### config.mk
export PLATFORM = sky130hd
export DESIGN_NAME = fu_issue_scheduler
export DESIGN_NICKNAME = d
export VERILOG_FILES = /design/src/rtl/fu_issue_scheduler.sv
export SDC_FILE = /design/constraint.sdc
export NUM_CORES = 1
export LEC_CHECK = 0
export BUFFER_PORTS_ARGS = -buffer_cell sky130_fd_sc_hd__buf_2
export CORE_ASPECT_RATIO = 0.7
export CORE_MARGIN = 1
export CORE_UTILIZATION = 35
export DETAILED_ROUTE_END_ITERATION = 8
export PLACE_DENSITY_LB_ADDON = 0.15
export SETUP_SLACK_MARGIN = 0.1
export SYNTH_ARGS = -nofsm -noshare
export SYNTH_HDL_FRONTEND = slang
export SYNTH_SLANG_ARGS = --single-unit
### constraint.sdc
create_clock -name clk -period 13 [get_ports clk]
set_input_delay 0.65 -clock clk [delete_from_list [all_inputs] [get_ports clk]]
set_output_delay 0.65 -clock clk [all_outputs]
set_load 0.05 [all_outputs]
### src/rtl/fu_issue_scheduler.sv
// fu_issue_scheduler
// In-order issue queue that feeds a pool of NUM_FU functional units.
// Ready ops from the reservation stations are buffered in a DEPTH-entry FIFO.
// Each cycle the head entry is dispatched to one available FU. The FU is
// picked round-robin, starting from rr_ptr.
//
// Ports:
//   clk, reset        clock; synchronous active-low reset
//   flush             drop all queued ops at the next edge
//   enq_*             op payload and handshake from the reservation stations
//   fu_is_available   per-FU availability
//   fu_write_enable   per-FU issue strobe (one-hot or zero, combinational)
//   fu_*              head-entry fields, shared by every FU
//   occupancy         number of queued entries (registered)
module fu_issue_scheduler #(
  parameter int unsigned NUM_FU = 3,
  parameter int unsigned DEPTH  = 4,
  parameter int unsigned PTR_W  = 2
) (
  input  logic              clk,
  input  logic              reset,
  input  logic              flush,
  input  logic              enq_valid,
  output logic              enq_ready,
  input  logic [3:0]        enq_ALUControl,
  input  logic              enq_ALUSrc,
  input  logic              enq_is_for_lsq,
  input  logic [31:0]       enq_imm,
  input  logic [31:0]       enq_rs1_value,
  input  logic [31:0]       enq_rs2_value,
  input  logic [5:0]        enq_tag,
  input  logic [5:0]        enq_rob_index,
  input  logic [NUM_FU-1:0] fu_is_available,
  output logic [NUM_FU-1:0] fu_write_enable,
  output logic [3:0]        fu_ALUControl,
  output logic              fu_ALUSrc,
  output logic              fu_is_for_lsq,
  output logic [31:0]       fu_imm,
  output logic [31:0]       fu_rs1_value,
  output logic [31:0]       fu_rs2_value,
  output logic [5:0]        fu_tag_to_output,
  output logic [5:0]        fu_rob_index,
  output logic [PTR_W:0]    occupancy
);

  localparam int unsigned RR_W  = (NUM_FU > 1) ? $clog2(NUM_FU) : 1;
  localparam int unsigned CNT_W = PTR_W + 1;

  // One queued op
  typedef struct packed {
    logic [3:0]  alu_control;
    logic        alu_src;
    logic        is_for_lsq;
    logic [31:0] imm;
    logic [31:0] rs1_value;
    logic [31:0] rs2_value;
    logic [5:0]  tag;
    logic [5:0]  rob_index;
  } entry_t;

  entry_t            mem [DEPTH];
  logic [PTR_W-1:0]  head;
  logic [PTR_W-1:0]  tail;
  logic [CNT_W-1:0]  count;
  logic [RR_W-1:0]   rr_ptr;

  entry_t            enq_entry;
  entry_t            head_entry;
  logic              do_enq;
  logic              dispatch;
  logic              cand_found;
  logic [RR_W-1:0]   cand_fu;
  logic [RR_W-1:0]   next_rr;

  // FU index base+off, wrapped modulo NUM_FU
  function automatic logic [RR_W-1:0] rr_idx(input logic [RR_W-1:0] base,
                                            input int unsigned     off);
    return RR_W'((32'(base) + off) % NUM_FU);
  endfunction

  assign enq_entry = '{
    alu_control: enq_ALUControl,
    alu_src:     enq_ALUSrc,
    is_for_lsq:  enq_is_for_lsq,
    imm:         enq_imm,
    rs1_value:   enq_rs1_value,
    rs2_value:   enq_rs2_value,
    tag:         enq_tag,
    rob_index:   enq_rob_index
  };

  // Full queue refuses new ops, even if the head leaves this same cycle
  assign enq_ready = (count != CNT_W'(DEPTH));
  assign do_enq    = enq_valid && enq_ready;

  // Round-robin search: the first available FU at or after rr_ptr
  always_comb begin
    cand_found = 1'b0;
    cand_fu    = '0;
    for (int k = 0; k < int'(NUM_FU); k++) begin
      if (!cand_found && fu_is_available[rr_idx(rr_ptr, 32'(k))]) begin
        cand_found = 1'b1;
        cand_fu    = rr_idx(rr_ptr, 32'(k));
      end
    end
  end

  // Issue is suppressed while reset is asserted, so nothing leaks out of a dying queue
  assign dispatch        = reset && (count != '0) && cand_found;
  assign fu_write_enable = dispatch ? (NUM_FU'(1) << cand_fu) : '0;
  assign next_rr         = rr_idx(cand_fu, 32'd1);

  // Head entry drives every FU's operand bus
  assign head_entry       = mem[head];
  assign fu_ALUControl    = head_entry.alu_control;
  assign fu_ALUSrc        = head_entry.alu_src;
  assign fu_is_for_lsq    = head_entry.is_for_lsq;
  assign fu_imm           = head_entry.imm;
  assign fu_rs1_value     = head_entry.rs1_value;
  assign fu_rs2_value     = head_entry.rs2_value;
  assign fu_tag_to_output = head_entry.tag;
  assign fu_rob_index     = head_entry.rob_index;
  assign occupancy        = count;

  // Queue pointers, storage and round-robin pointer
  always_ff @(posedge clk) begin
    if (!reset) begin
      head   <= '0;
      tail   <= '0;
      count  <= '0;
      rr_ptr <= '0;
      for (int i = 0; i < int'(DEPTH); i++) begin
        mem[i] <= '0;
      end
    end else begin
      // A dispatch in the flush cycle is committed, so it still advances rr_ptr
      if (dispatch) begin
        rr_ptr <= next_rr;
      end
      if (flush) begin
        head  <= '0;
        tail  <= '0;
        count <= '0;
      end else begin
        if (do_enq) begin
          mem[tail] <= enq_entry;
          tail      <= tail + PTR_W'(1);
        end
        if (dispatch) begin
          head <= head + PTR_W'(1);
        end
        case ({do_enq, dispatch})
          2'b10:   count <= count + CNT_W'(1);
          2'b01:   count <= count - CNT_W'(1);
          default: count <= count;
        endcase
      end
    end
  end

  // An issue strobe must only go to an available FU, and at most one strobe per cycle
  a_we_avail: assert property (@(posedge clk) disable iff (!reset)
    ((fu_write_enable & ~fu_is_available) == '0))
    else $fatal(1, "write_enable to unavailable FU");

  a_we_onehot: assert property (@(posedge clk) disable iff (!reset)
    $onehot0(fu_write_enable))
    else $fatal(1, "more than one write_enable asserted");

endmodule

==> results.md, run 1 <==
* Hold Crit Class: in -> reg
* Syn nets at about 1.3k
* CP Capture Type: output pin
* Crit path required time at approximately 12 ns
* Final Hold Viols at 0
* Synthesized area at around 0.020 mm²
* Most numerous cell in the Yosys netlist: and2_1
* Syn Area/Cell at 17.0 µm²
* Die height at 204 µm
* Post-route ant nets at 0
* CTS resizes at 0
* Least-Margin Pin Slew at ~1.1 ns
* Place WS at 9.13 ns
* Global route overflow at 0
* Vias in the first global route at 11.6k
* Total GRT Usage at between 10% and 20%
* Ys async rst share at 0%
* CP startpoint kind: register
* Worst skew pair latency at 0.58 ns
* I/O Pins at 242
* Die area at between 0.05 and 0.06 mm²
* Post-layout instance area at 0.0238 mm²
* Top post-synthesis cells by area: edfxtp_1 (67%), and2_1 (14%), mux4_2 (13%), dfxtp_1 (1.1%), buf_6 (0.72%)
* Slew Limit Fails at 0
* Final worst setup slack at between 8 and 9 ns
* Post-synth top flop: edfxtp_1
* Drt via density at 4.83
* EDFF count, synth at 456
* Period utilization at 31.5%
* Area of the multi-input gates at ~0.006 mm²
* Pin count of the biggest net entering global routing at 64
* Crit path max fanout at 33
* Initial antenna violation count at 14
* Clock tree root driver cell: clkbuf_16
* Drt wl/cell at 22.6 µm
* Clk_skew at 0.0172 ns
* YS warnings at 0
* Post-synthesis register bit count at approximately 470
* DRC viols at 0
* Power Density at 143 mW/mm²
* Top-area cell type share of the netlist area at between 60% and 70%
* Post-CTS setup buffers at 0
* First-pass DRT Iterations at 4
* Sink Count at between 400 and 500
* Vias after detailed routing at 10.7k
* # port buffers at around 240
* Max frequency at 244 MHz
* Data arrival, critical path at 3.44 ns
* Post-Route Setup TNS at 0 ns
* Yosys cell types at 40
* Hpwl dp at 28,600 µm
* First-pass GRT wire length at 75,500 µm
* Worst vdd ir at a little under 0.09 mV
* Final core utilization at 41.6%
* FF-to-FF setup slack at 9.48 ns
* Htree depth at 2
* Leak at between 8 and 9 nW
* Fill cells at 5,239
* Most area-hungry cell type in the Yosys netlist: edfxtp_1
* Placed Area at 0.0223 mm²
* Core footprint at 0.0573 mm²
* Clock Pin Slew Worst Setup and Hold Paths at approximately 0.06 ns
* Hold bufs inserted after CTS at 0
* TritonCTS clock tree: done
* Register Area at roughly 0.014 mm²
* Clock buffer depth at 3
* Routed WL at 50,200 µm
* Max Cap Viol at 0
* Iter 0 DRT Violations at between 700 and 800
* Initial Utilization at between 30 and 40%
* Register area share after synthesis at 68.1%
* Fin crit period at 4.09 ns
* Top post-synthesis cells by count: and2_1 (457), edfxtp_1 (456), mux4_2 (114), clkbuf_1 (30), buf_2 (14)
* Final setup viols at 0
* Core Rows at 73
* Die W at a little under 300 µm
* Mapped Cells at 1,200
* RePlAce Congestion at 0.758
* Slew margin rel. at 27.8%
* Final net count at 1,565
* Worst Path Class, Setup: reg -> out
* RSZ-0062 raised after global routing: no
* Num CTS Buffers at 49
* Status: finished, final reports clean
* Area growth syn-to-layout at 16.5%
* Share of cells above drive strength 1 at between 30% and 40%
* Placed instance count at 2,133
* Layout Cells excl Fill at 2,223
[logic make-up (layout without fill, tap and decap cells)]
family	count (synthesis)	in the layout	share of synthesized area, %
other	0	5	0
and+or+nand+nor	496	496	15.2
xor gates and xnor gates	4	4	0.171
buffers and inverters	83	351	2.27
muxes	122	122	13.0
AOI/OAI and AO/OA	18	18	0.655
adders and majority gates	10	10	0.649
DFF	467	467	68.1
[area by class of cell]
cell class,count,share of cell area [%]
Multi-Input combinational cell,650,25.6
Tap cell,750,3.94
Clock buffer,61,5.43
Antenna cell,5,0.0525
Inverter,7,0.110
Sequential cell,467,58.5
Clock inverter,24,0.730
Timing Repair Buffer,259,5.63
[path summary, 6_finish.rpt]
kind                                         from                to  cells after the start
worst max-delay path                     register  fu_ALUControl[2]                      4
worst min-delay path            enq_rs1_value[18]        mem[0][62]                      2
worst max register to register       occupancy[2]        mem[3][93]                      5
worst min register to register            head[1]          register                      2
[report_power, final]
group,leakage (nW),internal (mW),switching [mW]
combinational,3.36,0.0991,0.233
sequential,4.81,1.72,0.0205
clock,0.715,0.741,0.582
total,8.88,2.56,0.835
[layer usage]
metal | part of all wire, % | track usage [%] | up-vias
met5 | 0.20 | 0 | -
met4 | 2.1 | 4.69 | 14
met3 | 5.7 | 4.65 | 74
met1 | 46 | 23.2 | 5493
li1 | - | - | 4920
met2 | 46 | 27.4 | 227
[layout by cell type, fill, tap and decap left out, types with 3 or more instances in the layout]
master | netlist | layout
a21oi_1 | 4 | 4
and2_1 | 457 | 457
and3_1 | 3 | 3
buf_2 | 14 | 241
buf_4 | 8 | 18
clkbuf_1 | 30 | 11
clkbuf_16 | 0 | 50
clkinv_1 | 0 | 10
clkinv_2 | 0 | 9
dfxtp_1 | 11 | 9
diode_2 | 0 | 5
edfxtp_1 | 456 | 456
ha_1 | 9 | 9
inv_1 | 7 | 7
mux2_2 | 3 | 3
mux2i_1 | 5 | 5
mux4_2 | 114 | 114
nand2_1 | 7 | 7
nand2b_1 | 7 | 4
nand2b_4 | 0 | 3
nand3b_1 | 3 | 3
nor2_1 | 8 | 8
o21ai_0 | 5 | 4
xor2_1 | 4 | 4
[worst max-delay path: stages, from the launching register on]
cell	delay [ns]
dfxtp_4	0.63
buf_4	0.61
buf_4	0.70
mux4_2	0.64
buf_2	0.24
[per-stage QoR]
| step | total power [mW] | hold WS, ns |
|---|---|---|
| finish | 3.40 | 0.373 |
| global route | 3.52 | 0.343 |
| CTS | 3.45 | 0.326 |
| detailed placement | 2.12 | 0.470 |
| global placement | 2.11 | 0.480 |
| floorplan | 2.01 | 0.445 |
[state kept, by name (all words and copies together), names as in the netlist, named ones only]
| register | cells |
|---|---|
| rr_ptr | 2 |
| mem | 456 |
| head | 2 |
| tail | 2 |
| occupancy | 3 |
(Power assumes the default switching activity.)
==> run 2, diff against run 1 <==
- clock period: 13 -> 3.28 ns (I/O delays scaled with it)
==> run 2 against run 1 <==
  * Via count is 3.6% higher
  * Clock-buffer cell count is 1 higher
  * Cell count is 5.6% higher
  * Combinational power grew to 4.4 times the previous value
  * Sequential share of layout area is 3.4 points lower
  * Sequential power grew to 4.0 times the previous value
  * Critical endpoint is now fu_write_enable[1]
  * Total power grew to 4.1 times the previous value
  * Register-to-register slack worse by 9.1 ns
  * Critical path type unchanged
==> results.md, run 2 (synthesized netlist as in run 1, its figures left out) <==
* Status: finished, final reports clean
* Die height at 204 µm (unchanged)
* RePlAce Congestion at 0.703 (-7.3%)
* Hold depth at 4 (+2)
* Clock tree root driver cell: clkbuf_16
* Final setup viols at 0 (unchanged)
* Vias after detailed routing at 11.1k (+3.6%)
* Reg2Reg Depth at 12 (+7)
* Routed WL at 48,200 µm (-3.9%)
* Final Hold Viols at 0 (unchanged)
* Worst Path Class, Setup: reg -> out
* Hold Crit Class: in -> reg
* Htree depth at 2 (unchanged)
* First-pass GRT wire length at 73,900 µm (-2.2%)
* DRC viols at 0 (unchanged)
* Hpwl dp at 26,400 µm (-7.7%)
* Share of cells above drive strength 1 at 29.4% (-1.7 points)
* Global route overflow at 0 (unchanged)
* FF-to-FF setup slack at 0.43 ns (-9.05 ns)
* Core footprint at 0.0573 mm² (unchanged)
* Worst Hold Slack at 0.0890 ns (-0.284 ns)
* Crit path max fanout at 5 (-85%)
* Pin count of the biggest net entering global routing at 115 (+80%)
* GRT met1 Usage at 21.8% (-1.4 points)
* CP Capture Type: output pin
* Post-Route Setup TNS at 0 ns (unchanged)
* Largest Register: mem
* Least-Margin Pin Slew at 0.642 ns (-0.441 ns)
* Most common cell after layout, fill and taps aside: and2_1
* Initial antenna violation count at 5 (-9)
* Initial Utilization at 35.7% (unchanged)
* CP startpoint kind: register
* Post-route ant nets at 0 (unchanged)
* Most frequent cells in the layout: and2_1 (457), edfxtp_1 (456), buf_2 (240)
* RSZ-0062 raised after global routing: no
* Most Frequent Cell on Critical Path: ha_1
* Clk_skew at 0.00988 ns (-0.00727 ns)
* Worst vdd ir at 0.346 mV (+290%)
* Area growth syn-to-layout at 23.9%
* Leak at 9.50 nW (+6.9%)
* Num CTS Buffers at 48 (-2.0%)
* Final net count at 1,689 (+7.9%)
* Data arrival, critical path at 2.81 ns (-0.63 ns)
* Fin crit period at 2.97 ns
* Period utilization at 90.5%
* TritonCTS clock tree: done
* Total power at 13.8 mW (+310%)
* Drt via density at 4.73 (-1.9%)
* Global Route met2 Usage at 27.7% (+0.28 points)
* Crit-path max cell delay at 0.40 ns (-0.30 ns)
* First-pass DRT Iterations at 4 (unchanged)
* Crit path required time at 3.12 ns (-9.23 ns)
* Max Cap Viol at 0 (unchanged)
* Vias in the first global route at 12.0k (+3.8%)
* Slowest CP cell: mux2_2
* Met3 Usage GRT at 4.05% (-0.61 points)
* CP Cell Sequence: inv_1 > ha_1 > mux2_2 > a21boi_4 > o21ai_0 > a22o_1 > ha_1 > and3_1 > clkbuf_4
* Core Rows at 73 (unchanged)
* Final core utilization at 44.2% (+2.6 points)
* Iter 0 DRT Violations at 526 (-28%)
* Hold Crit Start: flush
* Gr busiest metal: met2
* I/O Pins at 242 (unchanged)
* Clock buffer depth at 3 (unchanged)
* Largest register FFs at 456 (unchanged)
* Die area at 0.0594 mm² (unchanged)
* Worst r2r dst: occupancy[2]
* RR Startpoint: rr_ptr[0]
* # port buffers at 241 (unchanged)
* Worst skew pair latency at 0.56 ns (-0.02 ns)
* Total GRT Usage at 16.5% (-0.69 points)
* Slew Limit Fails at 0 (unchanged)
* Slew margin rel. at 57.2% (+29 points)
* Die W at 291 µm (unchanged)
* Drt wl/cell at 20.5 µm (-9.0%)
* Clock Pin Slew Worst Setup and Hold Paths at 0.06 ns (about the same)
* Max frequency at 337 MHz
* Sink Count at 467 (unchanged)
* Post-CTS setup buffers at 0 (unchanged)
* Power Density at 544 mW/mm² (+280%)
## run 2: final cells by class
type | count | area, µm²
clock inverters | 24 | 246
inverters | 7 | 26.3
multi-input cells | 650 | 6110
well taps | 750 | 938
fillers | 5114 | 31900
repair buffers | 384 | 2790
flip-flops and latches | 467 | 13900
clock buffers | 62 | 1270
diodes | 3 | 7.51
## run 2: worst max-delay path by stage
stage / from / to / slack, ns / depth (start not counted)
4_1_cts: rr_ptr[0] / fu_write_enable[1] / 0.27 / 9
2_1_floorplan: occupancy[2] / mem[3][0] / 0.05 / 3
3_3_place_gp: rr_ptr[0] / occupancy[2] / 0.52 / 12
6_report: rr_ptr[1] / fu_write_enable[1] / 0.31 / 9
5_1_grt: rr_ptr[0] / fu_write_enable[0] / 0.12 / 9
3_5_place_dp: rr_ptr[0] / occupancy[2] / 0.46 / 12
## run 2: through the flow
| stage | worst slack (ns) | instance area (µm²) | std cells |
|---|---|---|---|
| after floorplan | 0.0462 | 20500 | 1200 |
| after global placement | 0.520 | 22600 | 2142 |
| after detailed placement | 0.456 | 22600 | 2142 |
| after CTS | 0.266 | 25300 | 2344 |
| after global routing | 0.122 | 25300 | 2345 |
| final | 0.310 | 25300 | 2347 |
## run 2: layer usage
layer  part of all wire [%]  routed length, µm
met1                     45              21600
met2                     48              23300
met3                    5.4               2620
met4                    1.4                651
met5                  0.056                 27
## run 2: repair_timing
action | in CTS | in global routing
setup endpoints to repair | 0 | 1
hold buffers | 116 | 0
gates resized for setup | 0 | 1
hold endpoints to repair | 459 | 0
## run 2: report_power, final
part           internal, mW  switching (mW)  leakage, nW
Sequential             6.82          0.0731         4.81
Combinational         0.518           0.950         3.95
Clock                  3.13            2.27        0.736
## run 2: worst max-delay path: cells and delay by family (launching register included)
family | cells | cell delay [ns]
simple gates | 1 | 0.16
buf+inv | 2 | 0.29
mux | 1 | 0.40
flops | 1 | 0.34
compound gates | 3 | 0.62
fa+ha+maj | 2 | 0.42
==> run 3, diff against run 2 <==
- clock period: 3.28 -> 3.3 ns (I/O delays scaled with it)
==> run 3 against run 2 <==
  * Non-clock buffer count is 7 lower
  * Sequential power is essentially flat
  * Via count increased by 0.17%
  * Combinational power about the same
  * Total power decreased by 2.8%
  * Setup slack improved by 0.037 ns
  * Register-to-register slack is essentially flat
  * Critical path type unchanged
  * Clock power fell by 6.1%
  * Sequential share of layout area up 0.34 points
  * Clock skew grew 0.0038 ns
==> results.md, run 3 (synthesized netlist as in run 1, its figures left out) <==
* Status: finished, final reports clean
* # port buffers at 241 (unchanged)
* First-pass DRT Iterations at 6 (+2)
* FF-to-FF setup slack at 0.44 ns (about the same)
* Pin count of the biggest net entering global routing at 115 (unchanged)
* Die area at 0.0594 mm² (unchanged)
* Hold Crit Start: flush
* Slew margin rel. at 57.8% (+0.59 points)
* Leak at 9.43 nW (-0.66%)
* Hold Crit Class: in -> reg
* Fill cells at 5,154 (+0.78%)
* Clock Pin Slew Worst Setup and Hold Paths at 0.06 ns (about the same)
* I/O Pins at 242 (unchanged)
* Global route overflow at 0 (unchanged)
* Final setup viols at 0 (unchanged)
* Worst path top cell family by delay: compound AO/OA/AOI/OAI gates
* Final Hold Viols at 0 (unchanged)
* Worst setup path startpoint: rr_ptr[0]
* Most frequent cells in the layout: and2_1 (457), edfxtp_1 (456), buf_2 (241)
* Area growth syn-to-layout at 23.1%
* Fin crit period at 2.95 ns
* Final core utilization at 43.9% (-0.28 points)
* Worst skew pair latency at 0.57 ns (about the same)
* Clock buffer depth at 3 (unchanged)
* Crit-path max cell delay at 0.38 ns (-0.02 ns)
* Clk_skew at 0.0136 ns (+0.00375 ns)
* Crit path max fanout at 4 (-1)
* Hold depth at 4 (unchanged)
* Die W at 291 µm (unchanged)
* Drt via density at 4.76 (+0.51%)
* Max frequency at 339 MHz
* Iter 0 DRT Violations at 657 (+25%)
* Max Cap Viol at 0 (unchanged)
* Placed Area at 0.0226 mm² (-0.29%)
* Buf/Inv on CP at 2 (unchanged)
* RR Startpoint: rr_ptr[0]
* Post-route ant nets at 0 (unchanged)
* Clock tree root driver cell: clkbuf_16
* Power Density at 531 mW/mm² (-2.2%)
* Sink Count at 467 (unchanged)
* Core Rows at 73 (unchanged)
* Worst r2r dst: occupancy[2]
* Final net count at 1,682 (-0.41%)
* Worst vdd ir at 0.313 mV (-9.4%)
* Share of cells above drive strength 1 at 29.1% (-0.27 points)
* Vias after detailed routing at 11.1k (+0.17%)
* Hpwl dp at 25,600 µm (-3.1%)
* Initial Utilization at 35.7% (unchanged)
* Largest Register: mem
* Largest register FFs at 456 (unchanged)
* Post-layout instance area at 0.0252 mm² (-0.62%)
* Period utilization at between 80% and 90%
* RSZ-0062 raised after global routing: no
* CP Cell Sequence: inv_1 > ha_1 > mux2i_1 > o22a_1 > a22o_1 > a22o_1 > ha_1 > and3_1 > buf_2
* Drt wl/cell at 20.7 µm (+0.80%)
* Core footprint at 0.0573 mm² (unchanged)
* Vias in the first global route at 12.1k (+0.75%)
* Htree depth at 2 (unchanged)
* Num CTS Buffers at 48 (unchanged)
* Crit path required time at 3.13 ns (about the same)
* Initial antenna violation count at 2 (-3)
* CP Capture Type: output pin
* TritonCTS clock tree: done
* Least-Margin Pin Slew at 0.633 ns (-0.00888 ns)
* Slew Limit Fails at 0 (unchanged)
* Worst Path Class, Setup: reg -> out
* DRC viols at 0 (unchanged)
* Total GRT Usage at 16.6% (+0.15 points)
* Die height at 204 µm (unchanged)
* RePlAce Congestion at 0.701 (-0.23%)
* Most common cell after layout, fill and taps aside: and2_1
* Slowest CP cell: dfxtp_1
* First-pass GRT wire length at 74,700 µm (+1.1%)
* Routed WL at 48,400 µm (+0.45%)
* Post-Route Setup TNS at 0 ns (unchanged)
* CP startpoint kind: register
* Data arrival, critical path at 2.79 ns (-0.02 ns)
* Reg2Reg Depth at 12 (unchanged)
-- run 3: changes by cell type in the layout (fill, tap and decap cells not counted), sizes merged --
cell      before  now
buf          267  261
bufinv         5    0
clkbuf        63   64
clkinv        17   22
clkinvlp       2    0
diode          3    1
inv            7    8
-- run 3: power by group --
part           switching (mW)  leakage (nW)  internal [mW]
clock                    2.25         0.714           2.82
sequential             0.0762          4.81           6.78
combinational           0.938          3.91          0.507
-- run 3: routing by layer --
layer	routed length [µm]	GRT usage [%]	up-vias	share of wire, %
li1	-	-	5149	-
met1	21600	22.2	5676	45
met2	23400	27.6	243	48
met3	2660	3.89	58	5.5
met4	787	4.08	2	1.6
met5	13	0	-	0.027
-- run 3: worst max path at each step --
| stage | endpoint | depth (start not counted) |
|---|---|---|
| finish | fu_write_enable[1] | 9 |
| global route | fu_write_enable[1] | 9 |
| CTS | fu_write_enable[1] | 9 |
| detailed placement | occupancy[2] | 12 |
| global placement | occupancy[2] | 12 |
| floorplan | mem[3][0] | 3 |
-- run 3: layout make-up --
type / instances / area (µm²) / area share [%]
sequential: 467 / 13900 / 55.4
multi-input combinational: 650 / 6110 / 24.3
timing repair buffer: 377 / 2720 / 10.8
clock buffer: 64 / 1330 / 5.29
tap: 750 / 938 / 3.73
clock inverter: 23 / 104 / 0.413
inverter: 7 / 26.3 / 0.104
antenna: 1 / 2.50 / 0.00994
-- run 3: stage by stage --
step	setup slack [ns]	hold slack [ns]	total power [mW]	cells
finish	0.347	0.0989	13.4	2339
global route	0.158	0.111	13.9	2338
CTS	0.303	0.0728	13.6	2338
detailed placement	0.474	0.473	8.34	2135
global placement	0.555	0.472	8.32	2135
floorplan	0.0662	0.363	7.88	1200
-- run 3: timing repair --
| item | 4_1_cts | 5_1_grt |
|---|---|---|
| hold endpoints to repair | 459 | 0 |
| resized for setup | 0 | 1 |
| endpoints found under the setup margin | 0 | 2 |
| hold buffers | 116 | 0 |
| setup buffers | 0 | 0 |
-- run 3: worst reg2reg max path, cell delays in order (launching register included) --
cell	delay (ns)
dfxtp_1	0.38
inv_1	0.08
ha_1	0.38
nand3b_1	0.17
a21boi_4	0.19
a31oi_2	0.18
and2_1	0.16
ha_1	0.19
inv_1	0.06
fa_1	0.37
xor2_1	0.16
or3_1	0.30
a21oi_1	0.15
